File: config.mk
export PLATFORM = sky130hd
export DESIGN_NAME = uart_line_ctrl
export DESIGN_NICKNAME = d
export VERILOG_FILES = /design/src/rtl/uart_line_ctrl.sv
export SDC_FILE = /design/constraint.sdc
export NUM_CORES = 1
export LEC_CHECK = 0
export CORE_UTILIZATION = 50
export CTS_CLUSTER_DIAMETER = 30
export CTS_CLUSTER_SIZE = 8
export DETAILED_ROUTE_END_ITERATION = 7
export GPL_ROUTABILITY_DRIVEN = 0
export PLACE_DENSITY = 0.7
export SETUP_SLACK_MARGIN = 0.02
export SLEW_MARGIN = 5
export SYNTH_ARGS = -nofsm -noshare
export SYNTH_HDL_FRONTEND = slang
export SYNTH_SLANG_ARGS = --single-unit
File: constraint.sdc
create_clock -name clk -period 5.1 [get_ports clk]
set_input_delay 0.51 -clock clk [delete_from_list [all_inputs] [get_ports clk]]
set_output_delay 0.51 -clock clk [all_outputs]
set_load 0.05 [all_outputs]
File: src/rtl/uart_line_ctrl.sv
// -----------------------------------------------------------------------------
// uart_line_ctrl
//
// Line-editing terminal sequencer that sits between the UART RX FIFO and the
// UART TX FIFO. It pops received bytes, echoes them with terminal semantics
// (backspace erase, CR -> CRLF, BEL when the line is full), and assembles a
// line buffer. On CR the completed line is handed to a consumer through a
// line_valid / line_ack handshake.
//
// Build option:
//   UART_LINE_PROMPT_EN  When defined, PROMPT_CHAR is emitted after reset and
//                        after every line_ack, before RX is popped again.
//
// Parameters:
//   LINE_LEN     line buffer capacity in bytes (1..255)
//   PROMPT_CHAR  prompt byte (used only with UART_LINE_PROMPT_EN)
//
// Ports:
//   clk, rst_n    system clock (posedge), asynchronous active-low reset
//   rx_get        one-cycle pop strobe to the RX FIFO
//   rx_data       RX FIFO head byte (first-word-fall-through)
//   rx_empty      RX FIFO empty
//   tx_put        one-cycle push strobe to the TX FIFO
//   tx_data       byte pushed with tx_put
//   tx_empty      TX FIFO empty; a byte is pushed only while it is 1
//   line_valid    completed line available, held until line_ack
//   line_len      byte count of the completed line
//   line_rd_addr  line buffer read address
//   line_rd_data  combinational buffer read, 8'h00 beyond LINE_LEN
//   line_ack      consumer releases the line (ignored unless line_valid)
//   overflow      sticky: a printable byte was dropped in the current line
// -----------------------------------------------------------------------------
module uart_line_ctrl #(
  parameter int         LINE_LEN    = 64,
  parameter logic [7:0] PROMPT_CHAR = 8'h3E
) (
  input  logic       clk,
  input  logic       rst_n,
  output logic       rx_get,
  input  logic [7:0] rx_data,
  input  logic       rx_empty,
  output logic       tx_put,
  output logic [7:0] tx_data,
  input  logic       tx_empty,
  output logic       line_valid,
  output logic [7:0] line_len,
  input  logic [7:0] line_rd_addr,
  output logic [7:0] line_rd_data,
  input  logic       line_ack,
  output logic       overflow
);

  localparam int         AW      = (LINE_LEN > 1) ? $clog2(LINE_LEN) : 1;
  localparam logic [7:0] LEN_MAX = 8'(LINE_LEN);

  localparam logic [2:0] ST_IDLE   = 3'd0;
  localparam logic [2:0] ST_CLASS  = 3'd1;
  localparam logic [2:0] ST_EMIT   = 3'd2;
  localparam logic [2:0] ST_GAP    = 3'd3;
  localparam logic [2:0] ST_LINE   = 3'd4;
`ifdef UART_LINE_PROMPT_EN
  localparam logic [2:0] ST_PROMPT = 3'd5;
  // Reset and line release both pass through the prompt before RX is popped.
  localparam logic [2:0] ST_START  = ST_PROMPT;
`else
  localparam logic [2:0] ST_START  = ST_IDLE;
`endif

  logic [2:0]      state;
  logic [7:0]      rx_byte;     // byte popped in ST_IDLE, classified in ST_CLASS
  logic [7:0]      count;       // bytes currently held in the line
  logic [2:0][7:0] seq;         // pending echo bytes, seq[0] goes out next
  logic [1:0]      seq_cnt;     // number of valid entries in seq
  logic            line_pend;   // CRLF in flight; present the line once drained
  logic [7:0]      buf_mem [2**AW];

  logic is_print;
  logic is_bs;
  logic is_cr;
  logic has_room;
  logic buf_we;

  assign is_print = (rx_byte >= 8'h20) && (rx_byte <= 8'h7E);
  assign is_bs    = (rx_byte == 8'h08) || (rx_byte == 8'h7F);
  assign is_cr    = (rx_byte == 8'h0D);
  assign has_room = (count < LEN_MAX);
  assign buf_we   = (state == ST_CLASS) && is_print && has_room;

  // NOTE: the line buffer is plain storage with no reset; its contents
  // survive reset and are only meaningful below line_len.
  always_ff @(posedge clk) begin
    if (buf_we) buf_mem[count[AW-1:0]] <= rx_byte;
  end

  assign line_rd_data = (line_rd_addr < LEN_MAX) ? buf_mem[line_rd_addr[AW-1:0]]
                                                 : 8'h00;

  // NOTE: all sequencer state uses non-blocking assignments so every branch
  // reads the values from before this edge, independent of statement order.
  always_ff @(posedge clk or negedge rst_n) begin
    if (!rst_n) begin
      state      <= ST_START;
      rx_get     <= 1'b0;
      tx_put     <= 1'b0;
      tx_data    <= 8'h00;
      line_valid <= 1'b0;
      line_len   <= 8'h00;
      overflow   <= 1'b0;
      count      <= 8'h00;
      rx_byte    <= 8'h00;
      seq        <= '0;
      seq_cnt    <= 2'd0;
      line_pend  <= 1'b0;
    end else begin
      // Strobes are single-cycle by default.
      rx_get <= 1'b0;
      tx_put <= 1'b0;

      case (state)
`ifdef UART_LINE_PROMPT_EN
        ST_PROMPT: begin
          seq     <= {8'h00, 8'h00, PROMPT_CHAR};
          seq_cnt <= 2'd1;
          state   <= ST_EMIT;
        end
`endif
        ST_IDLE: begin
          if (!rx_empty) begin
            rx_get  <= 1'b1;
            rx_byte <= rx_data;
            state   <= ST_CLASS;
          end
        end

        ST_CLASS: begin
          if (is_print) begin
            if (has_room) begin
              count <= count + 8'd1;
              seq   <= {8'h00, 8'h00, rx_byte};
            end else begin
              overflow <= 1'b1;
              seq      <= {8'h00, 8'h00, 8'h07};
            end
            seq_cnt <= 2'd1;
            state   <= ST_EMIT;
          end else if (is_bs) begin
            if (count != 8'h00) begin
              count   <= count - 8'd1;
              seq     <= {8'h08, 8'h20, 8'h08};
              seq_cnt <= 2'd3;
              state   <= ST_EMIT;
            end else begin
              state <= ST_IDLE;
            end
          end else if (is_cr) begin
            seq       <= {8'h00, 8'h0A, 8'h0D};
            seq_cnt   <= 2'd2;
            line_pend <= 1'b1;
            state     <= ST_EMIT;
          end else begin
            state <= ST_IDLE;  // LF and all other bytes are swallowed
          end
        end

        ST_EMIT: begin
          if (tx_empty) begin
            tx_put  <= 1'b1;
            tx_data <= seq[0];
            seq     <= {8'h00, seq[2], seq[1]};
            seq_cnt <= seq_cnt - 2'd1;
            state   <= ST_GAP;
          end
        end

        // One idle cycle after every put so tx_empty reflects the push
        // before it is sampled again.
        ST_GAP: begin
          if (seq_cnt != 2'd0) begin
            state <= ST_EMIT;
          end else if (line_pend) begin
            line_pend  <= 1'b0;
            line_valid <= 1'b1;
            line_len   <= count;
            state      <= ST_LINE;
          end else begin
            state <= ST_IDLE;
          end
        end

        ST_LINE: begin
          if (line_ack) begin
            line_valid <= 1'b0;
            count      <= 8'h00;
            overflow   <= 1'b0;
            state      <= ST_START;
          end
        end

        default: state <= ST_IDLE;
      endcase
    end
  end

endmodule
== Yosys cells after proc, flatten, opt, wreduce, memory -nomap -nowiden ==
Memory sizes are Yosys's and may differ from the RTL's.
Index checks and enable logic that the tools add are counted.

* Register bits: 66
* Bits in latches: 0
* Bits in writable memories: 512
* Bits in read-only memories: 0
* Input bits: 21
* Memories kept: 1

* Add/sub/neg operators: 3
* Multipliers: 0
* Div/mod/pow operators: 0
* Magnitude comparators: 4
* Equal/unequal tests: 22
* Shift-type cells: 0
* Multiplexer cells: 48
* Bitwise operators: 2
* Reduce and logical (&&, ||, !) cells: 20

{| class="wikitable"
|+ Memory list
! name !! depth !! bits a word !! rd ports !! clocked after memory_dff !! wr ports !! line !! source
|-
| buf_mem || 64 || 8 || 1 || 0 || 1 || 75 || <nowiki>logic [7:0] buf_mem [2**AW];</nowiki>
|}

{| class="wikitable"
|+ Operators by type and width
! kind !! count
|-
| two-way mux 24 bit || 5
|-
| two-way mux 8 bit || 7
|-
| case mux 24 bit (2 select lines) || 1
|-
| two-way mux 3 bit || 7
|-
| inequality test 2 bit (second input constant) || 10
|-
| == test 8 x 4 -> 1 bit (second input constant) || 2
|-
| < comparator 8 x 7 -> 1 bit (second input constant) || 2
|-
| case mux 8 bit (2 select lines) || 1
|-
| two-way mux 1 bit || 15
|-
| case mux 3 bit (5 select lines) || 1
|-
| two-way mux 2 bit || 7
|-
| AND reduction 4 bit || 3
|-
| AND reduction 5 bit || 2
|-
| nonzero test 2 bit || 5
|-
| adder 8 x 1 -> 8 bit (second input constant) || 1
|-
| == test 8 x 7 -> 1 bit (second input constant) || 1
|-
| >= comparator 8 x 6 -> 1 bit (second input constant) || 1
|-
| <= comparator 8 x 7 -> 1 bit (second input constant) || 1
|-
| nonzero test 8 bit || 1
|-
| subtractor 8 x 1 -> 8 bit (second input constant) || 1
|-
| == test 3 x 2 -> 1 bit (second input constant) || 2
|-
| inequality test 3 bit (second input constant) || 2
|-
| case mux 1 bit (2 select lines) || 3
|-
| AND reduction 3 bit || 2
|-
| 12 further kinds || 16
|}

== Longest topological paths before layout ==
Gate-level depths: netlist of the first run.

* Depth after elaboration: 6
* Depth in mapped cells: 10

== Least setup slack after synthesis of the first run ==
OpenSTA, ideal clock, no wires.

* Path kind: reg-to-reg
* Start: register rx_byte[7]
* End: memory buf_mem[0][0], enable pin
* Library setup time: 0.398 ns
* Arrival time: 3.171 ns
* Required time: 4.702 ns
* Setup slack: 1.531 ns
* Stages on the path, launching flop included: 6
* Path buffers: 1
* Period minus slack after synthesis: 3.569 ns
* Path through: dfrtp_1 -> and4b_4 -> a21o_4 -> buf_2 -> nor4_2 -> nor4b_1

* Longest elaborated chain between the ends: 6
* Elaborated cells between the ends (all ways): 7

{| class="wikitable"
|+ RTL lines
! what !! line !! source
|-
| start: declaration || 70 || <nowiki>logic [7:0] rx_byte;</nowiki>
|-
| start signal: assignment || 130 || <nowiki>rx_byte <= rx_data;</nowiki>
|-
| >= comparator 8 x 6 -> 1 bit / <= comparator 8 x 7 -> 1 bit (equally long branches) || 83 || <nowiki>assign is_print = (rx_byte >= 8'h20) && (rx_byte <= 8'h7E);</nowiki>
|-
| logical AND 1 bit (*) || 83 ||
|-
| logical AND 1 bit (*) (2 in a row) || 87 || <nowiki>assign buf_we = (state == ST_CLASS) && is_print && has_room;</nowiki>
|-
| two-way mux 1 bit (*) || 92 || <nowiki>if (buf_we) buf_mem[count[AW-1:0]] <= rx_byte;</nowiki>
|-
| two-way mux 1 bit (implied by the code) (*) || 92 ||
|-
| end: declaration || 75 ||
|}

Every way passes the cells marked *; elsewhere a longest branch is shown, timed or not.

== Worst setup path after layout of the first run ==
* Start: input port line_rd_addr[4]
* End: output port line_rd_data[4]

* Longest elaborated chain between the ends: 2
* Elaborated cells between the ends (all ways): 3

{| class="wikitable"
|+ RTL lines
! what !! line !! source
|-
| start: declaration || 47 || <nowiki>input logic [7:0] line_rd_addr,</nowiki>
|-
| memory read (64 x 8 bit) / < comparator 8 x 7 -> 1 bit (equally long branches) || -- ||
|-
| two-way mux 8 bit (*) || 95 || <nowiki>assign line_rd_data = (line_rd_addr < LEN_MAX) ? buf_mem[line_rd_addr[AW-1:0]]</nowiki>
|-
| end: declaration || 48 || <nowiki>output logic [7:0] line_rd_data,</nowiki>
|}

Marks and branches as above.

==> results of run 1 <==
-- routing by layer --
metal | global-route usage | wire length, µm | vias up | share of wire
met3 | 0.0662 | 5280 | 86 | 0.10
met1 | 0.328 | 21000 | 6202 | 0.40
met5 | 0 | 0 | - | 0
met4 | 0.0681 | 955 | 0 | 0.018
li1 | - | - | 5016 | -
met2 | 0.350 | 24600 | 623 | 0.47
-- state kept, by name, summed over array words and instances (netlist names) --
register,cells
line_len,8
seq,11
tx_put,1
buf_mem,512
rx_get,1
overflow,1
count,8
tx_data,8
line_pend,1
line_valid,1
rx_byte,8
seq_cnt,2
state,3
-- through the flow --
stage | instances | hold WS [ps] | power [W] | util | area [µm²]
floorplan | 1151 | 214 | 0.00778 | - | 22600
global route | 1950 | 65.2 | 0.0156 | 0.611 | 27100
global placement | 1764 | 468 | 0.00854 | 0.535 | 23800
detailed placement | 1764 | 473 | 0.00863 | 0.535 | 23800
finish | 1951 | -1.87 | 0.0151 | 0.611 | 27100
CTS | 1950 | 5.25 | 0.0152 | 0.611 | 27100
-- synth_stat cells, types with 3 or more instances --
library cell	instances	area, µm²
sky130_fd_sc_hd__mux2i_1	24	240
sky130_fd_sc_hd__nand2_1	36	135
sky130_fd_sc_hd__mux2_2	29	327
sky130_fd_sc_hd__o221ai_1	6	52.6
sky130_fd_sc_hd__edfxtp_1	512	15400
sky130_fd_sc_hd__nand2b_1	6	37.5
sky130_fd_sc_hd__buf_6	7	78.8
sky130_fd_sc_hd__dfrtp_1	53	1330
sky130_fd_sc_hd__nor3_1	14	70.1
sky130_fd_sc_hd__a31oi_1	4	25.0
sky130_fd_sc_hd__a22oi_1	5	37.5
sky130_fd_sc_hd__o22ai_1	13	81.3
sky130_fd_sc_hd__a21oi_1	13	65.1
sky130_fd_sc_hd__mux2_1	4	45.0
sky130_fd_sc_hd__mux2_4	4	60.1
sky130_fd_sc_hd__a2111oi_0	4	35.0
sky130_fd_sc_hd__buf_2	24	120
sky130_fd_sc_hd__o31ai_1	3	22.5
sky130_fd_sc_hd__mux4_2	128	2880
sky130_fd_sc_hd__nor2_1	87	327
sky130_fd_sc_hd__a22o_1	10	87.6
sky130_fd_sc_hd__a221oi_1	8	70.1
sky130_fd_sc_hd__buf_4	12	90.1
sky130_fd_sc_hd__inv_1	9	33.8
sky130_fd_sc_hd__or3_1	10	62.6
sky130_fd_sc_hd__nand3b_1	4	30.0
sky130_fd_sc_hd__nor4b_1	3	26.3
sky130_fd_sc_hd__nor4_2	4	50.1
sky130_fd_sc_hd__nor2b_1	16	100
sky130_fd_sc_hd__nand3_1	12	60.1
sky130_fd_sc_hd__ha_1	7	87.6
sky130_fd_sc_hd__and2_1	4	25.0
sky130_fd_sc_hd__clkbuf_1	13	48.8
sky130_fd_sc_hd__buf_1	3	11.3
sky130_fd_sc_hd__o21ai_0	13	65.1
sky130_fd_sc_hd__o211ai_1	5	37.5
-- critical path: cells and delay by family --
kind | cells | cell delay, ps
AND/OR/NAND/NOR | 1 | 570
AO/OA/AOI/OAI | 3 | 720
buffers and inverters | 3 | 2000
-- cells in the final DEF, fill, tap and decap left out, types with 13 or more instances in the layout --
| master | Yosys | routed |
|---|---|---|
| sky130_fd_sc_hd__clkinv_1 | 0 | 15 |
| sky130_fd_sc_hd__clkbuf_1 | 13 | 16 |
| sky130_fd_sc_hd__mux2_2 | 29 | 29 |
| sky130_fd_sc_hd__mux2i_1 | 24 | 24 |
| sky130_fd_sc_hd__nor2b_1 | 16 | 16 |
| sky130_fd_sc_hd__buf_4 | 12 | 36 |
| sky130_fd_sc_hd__nor3_1 | 14 | 14 |
| sky130_fd_sc_hd__clkdlybuf4s50_1 | 0 | 40 |
| sky130_fd_sc_hd__clkbuf_16 | 0 | 109 |
| sky130_fd_sc_hd__dfrtp_1 | 53 | 45 |
| sky130_fd_sc_hd__nor2_1 | 87 | 87 |
| sky130_fd_sc_hd__mux4_2 | 128 | 128 |
| sky130_fd_sc_hd__o22ai_1 | 13 | 13 |
| sky130_fd_sc_hd__a21oi_1 | 13 | 13 |
| sky130_fd_sc_hd__clkinv_2 | 0 | 13 |
| sky130_fd_sc_hd__nand2_1 | 36 | 36 |
| sky130_fd_sc_hd__edfxtp_1 | 512 | 512 |
| sky130_fd_sc_hd__o21ai_0 | 13 | 13 |
-- logic make-up after synthesis --
family                   Yosys count  share of synthesized area
AO/OA/AOI/OAI                    107                     0.0356
buffers and inverters             69                     0.0171
AND/OR/NAND/NOR                  210                     0.0464
adder cells (fa/ha/maj)            8                    0.00475
multiplexers                     189                      0.157
flip-flops                       565                      0.738
XOR/XNOR                           3                    0.00116
-- path summary, 6_finish.rpt --
path | from | to | slack, ps | cells after the start
worst max register to register | rx_byte[6]$_DFFE_PN0P_ | buf_mem[55][2]$_DFFE_PP_ | 1210 | 6
min in group clk | seq[3]$_DFFE_PN0P_ | seq[3]$_DFFE_PN0P_ | 480 | 1
worst min register to register | seq[3]$_DFFE_PN0P_ | seq[3]$_DFFE_PN0P_ | 480 | 1
max in group asynchronous | rst_n | rx_byte[1]$_DFFE_PN0P_ | 4630 | 2
worst max-delay path | line_rd_addr[4] | line_rd_data[4] | 770 | 7
worst min-delay path | rst_n | seq[7]$_DFFE_PN0P_ | -2 | 2
-- power by group --
part	switching (W)	total [W]	internal, W
Combinational	0.00169	0.00246	0.000774
Clock	0.00225	0.00653	0.00427
Sequential	0.000211	0.00610	0.00589
Total	0.00415	0.0151	0.0109
-- cell type report --
type | instances | area (µm²) | area share
tap | 592 | 741 | 0.0273
sequential | 565 | 16700 | 0.616
clock buffer | 126 | 2800 | 0.103
inverter | 10 | 37.5 | 0.00138
antenna | 1 | 2.50 | 0.0000922
clock inverter | 60 | 568 | 0.0209
timing repair buffer | 80 | 727 | 0.0268
multi-input combinational | 517 | 5560 | 0.205
==> impl_metrics.ini, run 1 <==
[global_route]
first_pass_grt_wire_length_mm = 78.2
grt.total_usage = 0.231
grt_antenna_before_repair = 1
grt_pass1_vias = 12166
globalRouteOverflowTotal = 0
grt_start_max_net_pins = 70

[drt]
firstDrtPassIters = 5
routed-via-count = 11927
mean_number_of_vias_per_cell = 6.11
route.antenna.remaining_nets = 0
drt-wirelength-per-cell_um = 26.6
detail_route.drc_violations = 0
wl_mm = 51.8
drt_first_iter_violations = 1203

[run_status]
violations = negative hold slack
outcome = finished, violations left

[timing]
timing.final.ws_setup_ps = 767
finalCriticalPeriod_ps = 4330
finalMaxSlewViolations = 0
fin_worst_skew_ps = 19.5
max_slew_headroom = 0.208
final.hold.worst_slack_ps = -1.87
final_sum_of_negative_setup_slack_ps = 0
setup_viol_count_final = 0
clock.fmax_mhz = 231
rsz0062_at_grt = no
final_min_period_over_clock_period = 0.850
worst-slew-pin-transition_ps = 1190
hold_viol = 11

[worst_setup_path]
worst_setup_path_end_kind = output pin
cell_type_of_the_slowest_stage_on_the_worst_timing_path = sky130_fd_sc_hd__clkdlybuf4s50_1
worst-endpoint-required_ps = 4590
worstPathCellList = clkdlybuf4s50_1 > buf_4 > nor2b_1 > a22o_1 > a221oi_1 > o221ai_1 > clkdlybuf4s50_1
path_class = input pin to output pin
start_kind = input pin
cp_max_fanout = 11
arrival_ps = 3820
cpPeakStageDelay_ps = 890
worst_path_most_repeated_cell = sky130_fd_sc_hd__clkdlybuf4s50_1

[die]
die-area_mm2 = 0.0461
core_mm2 = 0.0444
die_width_um = 215
height_of_the_die_um = 215
start_util = 0.510
io-pin-count = 49
placement_rows = 77

[clocking]
post_cts.resized_instances = 0
ctsHtreeMaxLevel = 3
clock_path_buffers = 3
tritoncts_clock_tree = built
clock-sinks = 565
postCtsSetupRepairBufs = 0
clk_root_buffer_cell = sky130_fd_sc_hd__clkbuf_16
cts.reportedPaths.clkPinSlew_ps = 40
cts_hold_bufs = 0
cts_made_buffers = 107
clk-insertion-delay-late_ps = 650

[power]
ir_drop_uv = 494
static-leakage-power_nw = 8.97
power_per_cell_area_mw_per_mm2 = 556

[synthesis]
yosys_register_bits = 565
synth_top_flop_cell = sky130_fd_sc_hd__edfxtp_1
average_footprint_of_a_synthesized_cell_um2 = 19.7
mappedNetlistArea_mm2 = 0.0226
synth_warnings = 0
netlist_instances = 1151
postSynthNetCount = 1180
portion_of_the_post_synthesis_area_used_by_sequential_elements = 0.738
synth-edff-count = 512
synth_async_sr_flop_share = 0.0938
distinct_cell_type_count_of_the_synthesized_netlist = 68

[hold_path]
min_path_type = input pin to async pin

[layout]
fin_nets = 1310
layout-drive-gt1-share = 0.281
fillers = 3071
syn2layout_area_growth_pct = 19.9

[placed_design]
hpwl_mm = 30.6
port_buffers = 48
detailedPlace.worstSlack_ps = 858

[run]
max_cap_violations = 0
(Power assumes the default switching activity.)
==> run 2, diff against run 1 <==
==> constraint.sdc (replaced) <==
create_clock -name clk -period 4.1 [get_ports clk]
set_input_delay 0.41 -clock clk [delete_from_list [all_inputs] [get_ports clk]]
set_output_delay 0.41 -clock clk [all_outputs]
set_load 0.05 [all_outputs]
==> impl_metrics.ini, run 2 (synthesis results as in run 1) <==
[run_status]
outcome = completed

[drt]
drt_first_iter_violations = 1266
firstDrtPassIters = 5
detail_route.drc_violations = 0
mean_number_of_vias_per_cell = 6.09
drt-wirelength-per-cell_um = 26.5
routed-via-count = 12151
wl_mm = 52.9
route.antenna.remaining_nets = 0

[worst_setup_path]
arrival_ps = 3540
worst-endpoint-required_ps = 3690
cp_max_fanout = 21
path_class = input pin to output pin
worst_setup_path_end_kind = output pin
r2r_start = rx_byte[3]$_DFFE_PN0P_
start_kind = input pin
setup.reg_to_reg.worst_slack_ps = 740
worst_r2r_endpoint = buf_mem[23][4]$_DFFE_PP_
timing.reg2reg.worst_path_depth = 6

[placed_design]
dpl.cell_count = 1806
port_buffers = 48
hpwl_mm = 31.7

[clocking]
postCtsSetupRepairBufs = 0
cts_made_buffers = 108
clock-sinks = 565
cts.reportedPaths.clkPinSlew_ps = 50
clk-insertion-delay-late_ps = 640
tritoncts_clock_tree = built
clk_root_buffer_cell = sky130_fd_sc_hd__clkbuf_16
clock_path_buffers = 3
ctsHtreeMaxLevel = 3

[power]
static-leakage-power_nw = 9.27
total_power_w = 0.0190
power_per_cell_area_mw_per_mm2 = 686
ir_drop_uv = 474

[layout]
diodes = 0
mostFrequentLayoutCell = sky130_fd_sc_hd__edfxtp_1
fillers = 3050
syn2layout_area_growth_pct = 22.2
fin_nets = 1354
most_used_cells_in_the_layout_excluding_fill_and_tap_cells = 512 x sky130_fd_sc_hd__edfxtp_1, 128 x sky130_fd_sc_hd__mux4_2, 111 x sky130_fd_sc_hd__clkbuf_16
regArea_mm2 = 0.0167
flip_flop_count_of_the_largest_register_all_copies_and_words_added = 512
finalNonFillerCells = 1996
multi_input_area_mm2 = 0.00556
layout-drive-gt1-share = 0.306

[timing]
clock.fmax_mhz = 253
finalCriticalPeriod_ps = 3950
finalMaxSlewViolations = 0
rsz0062_at_grt = no
fin_worst_skew_ps = 17.1
setup_viol_count_final = 0
final_sum_of_negative_setup_slack_ps = 0
final_min_period_over_clock_period = 0.964
worst-slew-pin-transition_ps = 1260
max_slew_headroom = 0.152
hold_viol = 0

[die]
height_of_the_die_um = 215
placement_rows = 77
io-pin-count = 49
core_mm2 = 0.0444
start_util = 0.510
die-area_mm2 = 0.0461
die_width_um = 215

[hold_path]
hold_end = rx_byte[7]$_DFFE_PN0P_
worstHoldStart = rx_data[7]
min_path_type = input pin to register
min_path_cells = 2

[global_route]
first_pass_grt_wire_length_mm = 80.3
grt_antenna_before_repair = 0
grt_start_max_net_pins = 69
grt_pass1_vias = 12556
globalRouteOverflowTotal = 0
grt.total_usage = 0.237

[run]
max_cap_violations = 0
-- run 2: changes by cell type in the layout (fill, tap and decap cells not counted), moves of 2 or more --
cell                              before  now
sky130_fd_sc_hd__clkbuf_1             16   13
sky130_fd_sc_hd__inv_6                 3    0
sky130_fd_sc_hd__inv_4                 2    0
sky130_fd_sc_hd__buf_12                2   10
sky130_fd_sc_hd__clkdlybuf4s50_1      40   36
sky130_fd_sc_hd__clkinv_2             13   16
sky130_fd_sc_hd__buf_4                36   74
sky130_fd_sc_hd__clkbuf_16           109  111
sky130_fd_sc_hd__clkinv_1             15   18
-- run 2: worst max path at each step --
stage / start / end / slack [ps] / cells past startpoint
after floorplan: rx_byte[7]$_DFFE_PN0P_ / buf_mem[0][0]$_DFFE_PP_ / 530 / 5
after global placement: line_rd_addr[4] / line_rd_data[5] / 320 / 8
after detailed placement: line_rd_addr[4] / line_rd_data[5] / 240 / 8
after CTS: line_rd_addr[4] / line_rd_data[5] / 210 / 8
after global routing: line_rd_addr[4] / line_rd_data[5] / 180 / 8
final: line_rd_addr[4] / line_rd_data[5] / 150 / 8
-- run 2: timing repair --
action,CTS,global route
hold buffers,1,0
endpoints found under the hold margin,53,0
gates resized for setup,0,0
-- run 2: worst max-delay path: stages --
cell	delay, ps
sky130_fd_sc_hd__clkdlybuf4s50_1	760
sky130_fd_sc_hd__buf_4	350
sky130_fd_sc_hd__or3_1	390
sky130_fd_sc_hd__o22ai_1	190
sky130_fd_sc_hd__a2111oi_0	850
sky130_fd_sc_hd__nand3_1	170
sky130_fd_sc_hd__o221ai_1	200
sky130_fd_sc_hd__buf_12	190
-- run 2: cell type report --
type,count,share of cell area
timing repair buffer,123,0.0413
inverter,10,0.00136
multi-input combinational,517,0.201
clock buffer,126,0.103
tap,592,0.0268
clock inverter,63,0.0219
sequential,565,0.604
-- run 2: through the flow --
stage	util	instance area (µm²)	worst slack [ps]	hold WS [ps]
final	0.623	27600	147	384
after global routing	0.623	27600	179	365
after CTS	0.623	27600	213	352
after detailed placement	0.544	24200	238	476
after global placement	0.544	24200	322	472
after floorplan	-	22600	531	114
-- run 2: report_power, final --
part           internal [W]  switching [W]  leakage, nW
Combinational      0.000983        0.00214         2.36
Clock               0.00547        0.00281         1.67
Sequential          0.00732       0.000238         5.25
Total                0.0138        0.00518         9.27
-- run 2: layer usage --
layer / track usage / up-vias / share of wire
li1: - / 5106 / -
met4: 0.0781 / 0 / 0.025
met5: 0 / - / 0
met2: 0.370 / 616 / 0.48
met3: 0.0568 / 97 / 0.086
met1: 0.329 / 6332 / 0.41
==> run 3, diff against run 2 <==
--- a/config.mk
+++ b/config.mk
@@ -5,12 +5,12 @@
 export SDC_FILE = /design/constraint.sdc
 export NUM_CORES = 1
 export LEC_CHECK = 0
-export CORE_UTILIZATION = 50
+export CORE_UTILIZATION = 56
 export CTS_CLUSTER_DIAMETER = 30
 export CTS_CLUSTER_SIZE = 8
 export DETAILED_ROUTE_END_ITERATION = 7
 export GPL_ROUTABILITY_DRIVEN = 0
-export PLACE_DENSITY = 0.7
+export PLACE_DENSITY = 0.74
 export SETUP_SLACK_MARGIN = 0.02
 export SLEW_MARGIN = 5
 export SYNTH_ARGS = -nofsm -noshare
==> constraint.sdc (replaced) <==
create_clock -name clk -period 3.6 [get_ports clk]
set_input_delay 0.36 -clock clk [delete_from_list [all_inputs] [get_ports clk]]
set_output_delay 0.36 -clock clk [all_outputs]
set_load 0.05 [all_outputs]
==> impl_metrics.ini, run 3 (synthesis results as in run 1) <==
[power]
total_power_w = 0.0219
sequential_group_share_of_total_power = 0.393
p_int_w = 0.0161
switching_power_w = 0.00587
power_frac_clock = 0.445
static-leakage-power_nw = 9.48
power_per_cell_area_mw_per_mm2 = 787
pwr-share-comb = 0.162
ir_drop_uv = 818
sw_frac_of_total = 0.267

[global_route]
grt_start_max_net_pins = 68
first_pass_grt_wire_length_mm = 79.6
grt_antenna_before_repair = 0
grt.total_usage = 0.266
grt_pass1_vias = 12851
globalRouteOverflowTotal = 0

[clocking]
cts_made_buffers = 109
postCtsSetupRepairBufs = 0
clock_path_buffers = 3
ctsHtreeMaxLevel = 3
clock-sinks = 565
cts_hold_bufs = 1
clk_root_buffer_cell = sky130_fd_sc_hd__clkbuf_16
cts.reportedPaths.clkPinSlew_ps = 50
clk-insertion-delay-late_ps = 620
post_cts.resized_instances = 0
tritoncts_clock_tree = built

[layout]
diodes = 0
fillers = 2383
mostFrequentLayoutCell = sky130_fd_sc_hd__edfxtp_1
most_used_cells_in_the_layout_excluding_fill_and_tap_cells = 512 x sky130_fd_sc_hd__edfxtp_1, 128 x sky130_fd_sc_hd__mux4_2, 112 x sky130_fd_sc_hd__clkbuf_16
flip_flop_count_of_the_largest_register_all_copies_and_words_added = 512
layout-drive-gt1-share = 0.319
fin_util = 0.700
syn2layout_area_growth_pct = 23.2
multi_input_area_mm2 = 0.00556
fin_nets = 1376
regArea_mm2 = 0.0167

[placed_design]
port_buffers = 48
detailedPlace.worstSlack_ps = 371
hpwl_mm = 30.5

[timing]
rsz0062_at_grt = no
final.hold.worst_slack_ps = 305
setup_viol_count_final = 0
timing.final.ws_setup_ps = 314
clock.fmax_mhz = 304
max_slew_headroom = 0.365
hold_viol = 0
finalMaxSlewViolations = 0
final_min_period_over_clock_period = 0.913
fin_worst_skew_ps = 22.6
worst-slew-pin-transition_ps = 944
final_sum_of_negative_setup_slack_ps = 0
finalCriticalPeriod_ps = 3290

[run]
max_cap_violations = 0

[drt]
route.antenna.remaining_nets = 0
drt-wirelength-per-cell_um = 27.1
routed-via-count = 12274
drt_first_iter_violations = 1117
detail_route.drc_violations = 0
wl_mm = 52.9
mean_number_of_vias_per_cell = 6.28
firstDrtPassIters = 5

[worst_setup_path]
crit_path_start = line_rd_addr[0]
arrival_ps = 2930
setup.reg_to_reg.worst_slack_ps = 680
timing.reg2reg.worst_path_depth = 6
r2r_start = rx_byte[2]$_DFFE_PN0P_
start_kind = input pin
worst_r2r_endpoint = count[4]$_DFFE_PN0P_
cp_max_fanout = 38
path_class = input pin to output pin
worst_setup_path_end_kind = output pin
worst-endpoint-required_ps = 3240

[die]
start_util = 0.568
height_of_the_die_um = 203
core_mm2 = 0.0398
die-area_mm2 = 0.0412
io-pin-count = 49
placement_rows = 73
die_width_um = 203

[run_status]
outcome = completed

[hold_path]
min_path_type = input pin to async pin
run 3: cell count changes in the layout (fill, tap and decap cells not counted), moves of 4 or more:
cell                         before  now
sky130_fd_sc_hd__clkinv_1        18   14
sky130_fd_sc_hd__buf_4           74   93
sky130_fd_sc_hd__clkinv_2        16   20
sky130_fd_sc_hd__bufinv_16        9   13
sky130_fd_sc_hd__clkinvlp_4      11    7
run 3: how the worst max path moves through the flow:
| stage | slack (ps) | end | cells past startpoint |
|---|---|---|---|
| floorplan | 30 | buf_mem[0][0]$_DFFE_PP_ | 5 |
| global placement | 400 | line_rd_data[4] | 8 |
| detailed placement | 370 | line_rd_data[4] | 8 |
| CTS | 350 | line_rd_data[4] | 8 |
| global route | 220 | line_rd_data[4] | 8 |
| finish | 310 | line_rd_data[4] | 8 |
run 3: layout make-up:
type / instances / area share
Inverter: 10 / 0.00135
Multi-Input combinational cell: 517 / 0.199
Tap cell: 525 / 0.0236
Clock inverter: 60 / 0.0239
Timing Repair Buffer: 144 / 0.0475
Sequential cell: 565 / 0.600
Clock buffer: 132 / 0.105
run 3: power groups by stage:
stage	Sequential (W)	Combinational [W]	Clock [W]
after floorplan	0.00933	0.00169	0
after global placement	0.00871	0.00339	0
after detailed placement	0.00872	0.00351	0
after CTS	0.00862	0.00355	0.00984
after global routing	0.00865	0.00382	0.0102
final	0.00863	0.00355	0.00976
run 3: worst max-delay path: stages:
cell and delay (ps):
sky130_fd_sc_hd__buf_4 520, sky130_fd_sc_hd__buf_12 300, sky130_fd_sc_hd__mux4_2 260, sky130_fd_sc_hd__mux2i_1 90
sky130_fd_sc_hd__a2111oi_0 780, sky130_fd_sc_hd__nand3_1 180, sky130_fd_sc_hd__o221ai_1 190, sky130_fd_sc_hd__buf_12 190
run 3: per-stage QoR:
stage / instance area [µm²] / std cells
4_1_cts: 27900 / 1953
6_report: 27900 / 1953
3_5_place_dp: 24300 / 1760
2_1_floorplan: 22600 / 1151
3_3_place_gp: 24300 / 1760
5_1_grt: 27900 / 1953
run 3: metal layers:
layer,part of all wire,GRT usage
met1,0.40,0.368
met4,0.030,0.105
met3,0.089,0.0581
met5,0,0
met2,0.48,0.416
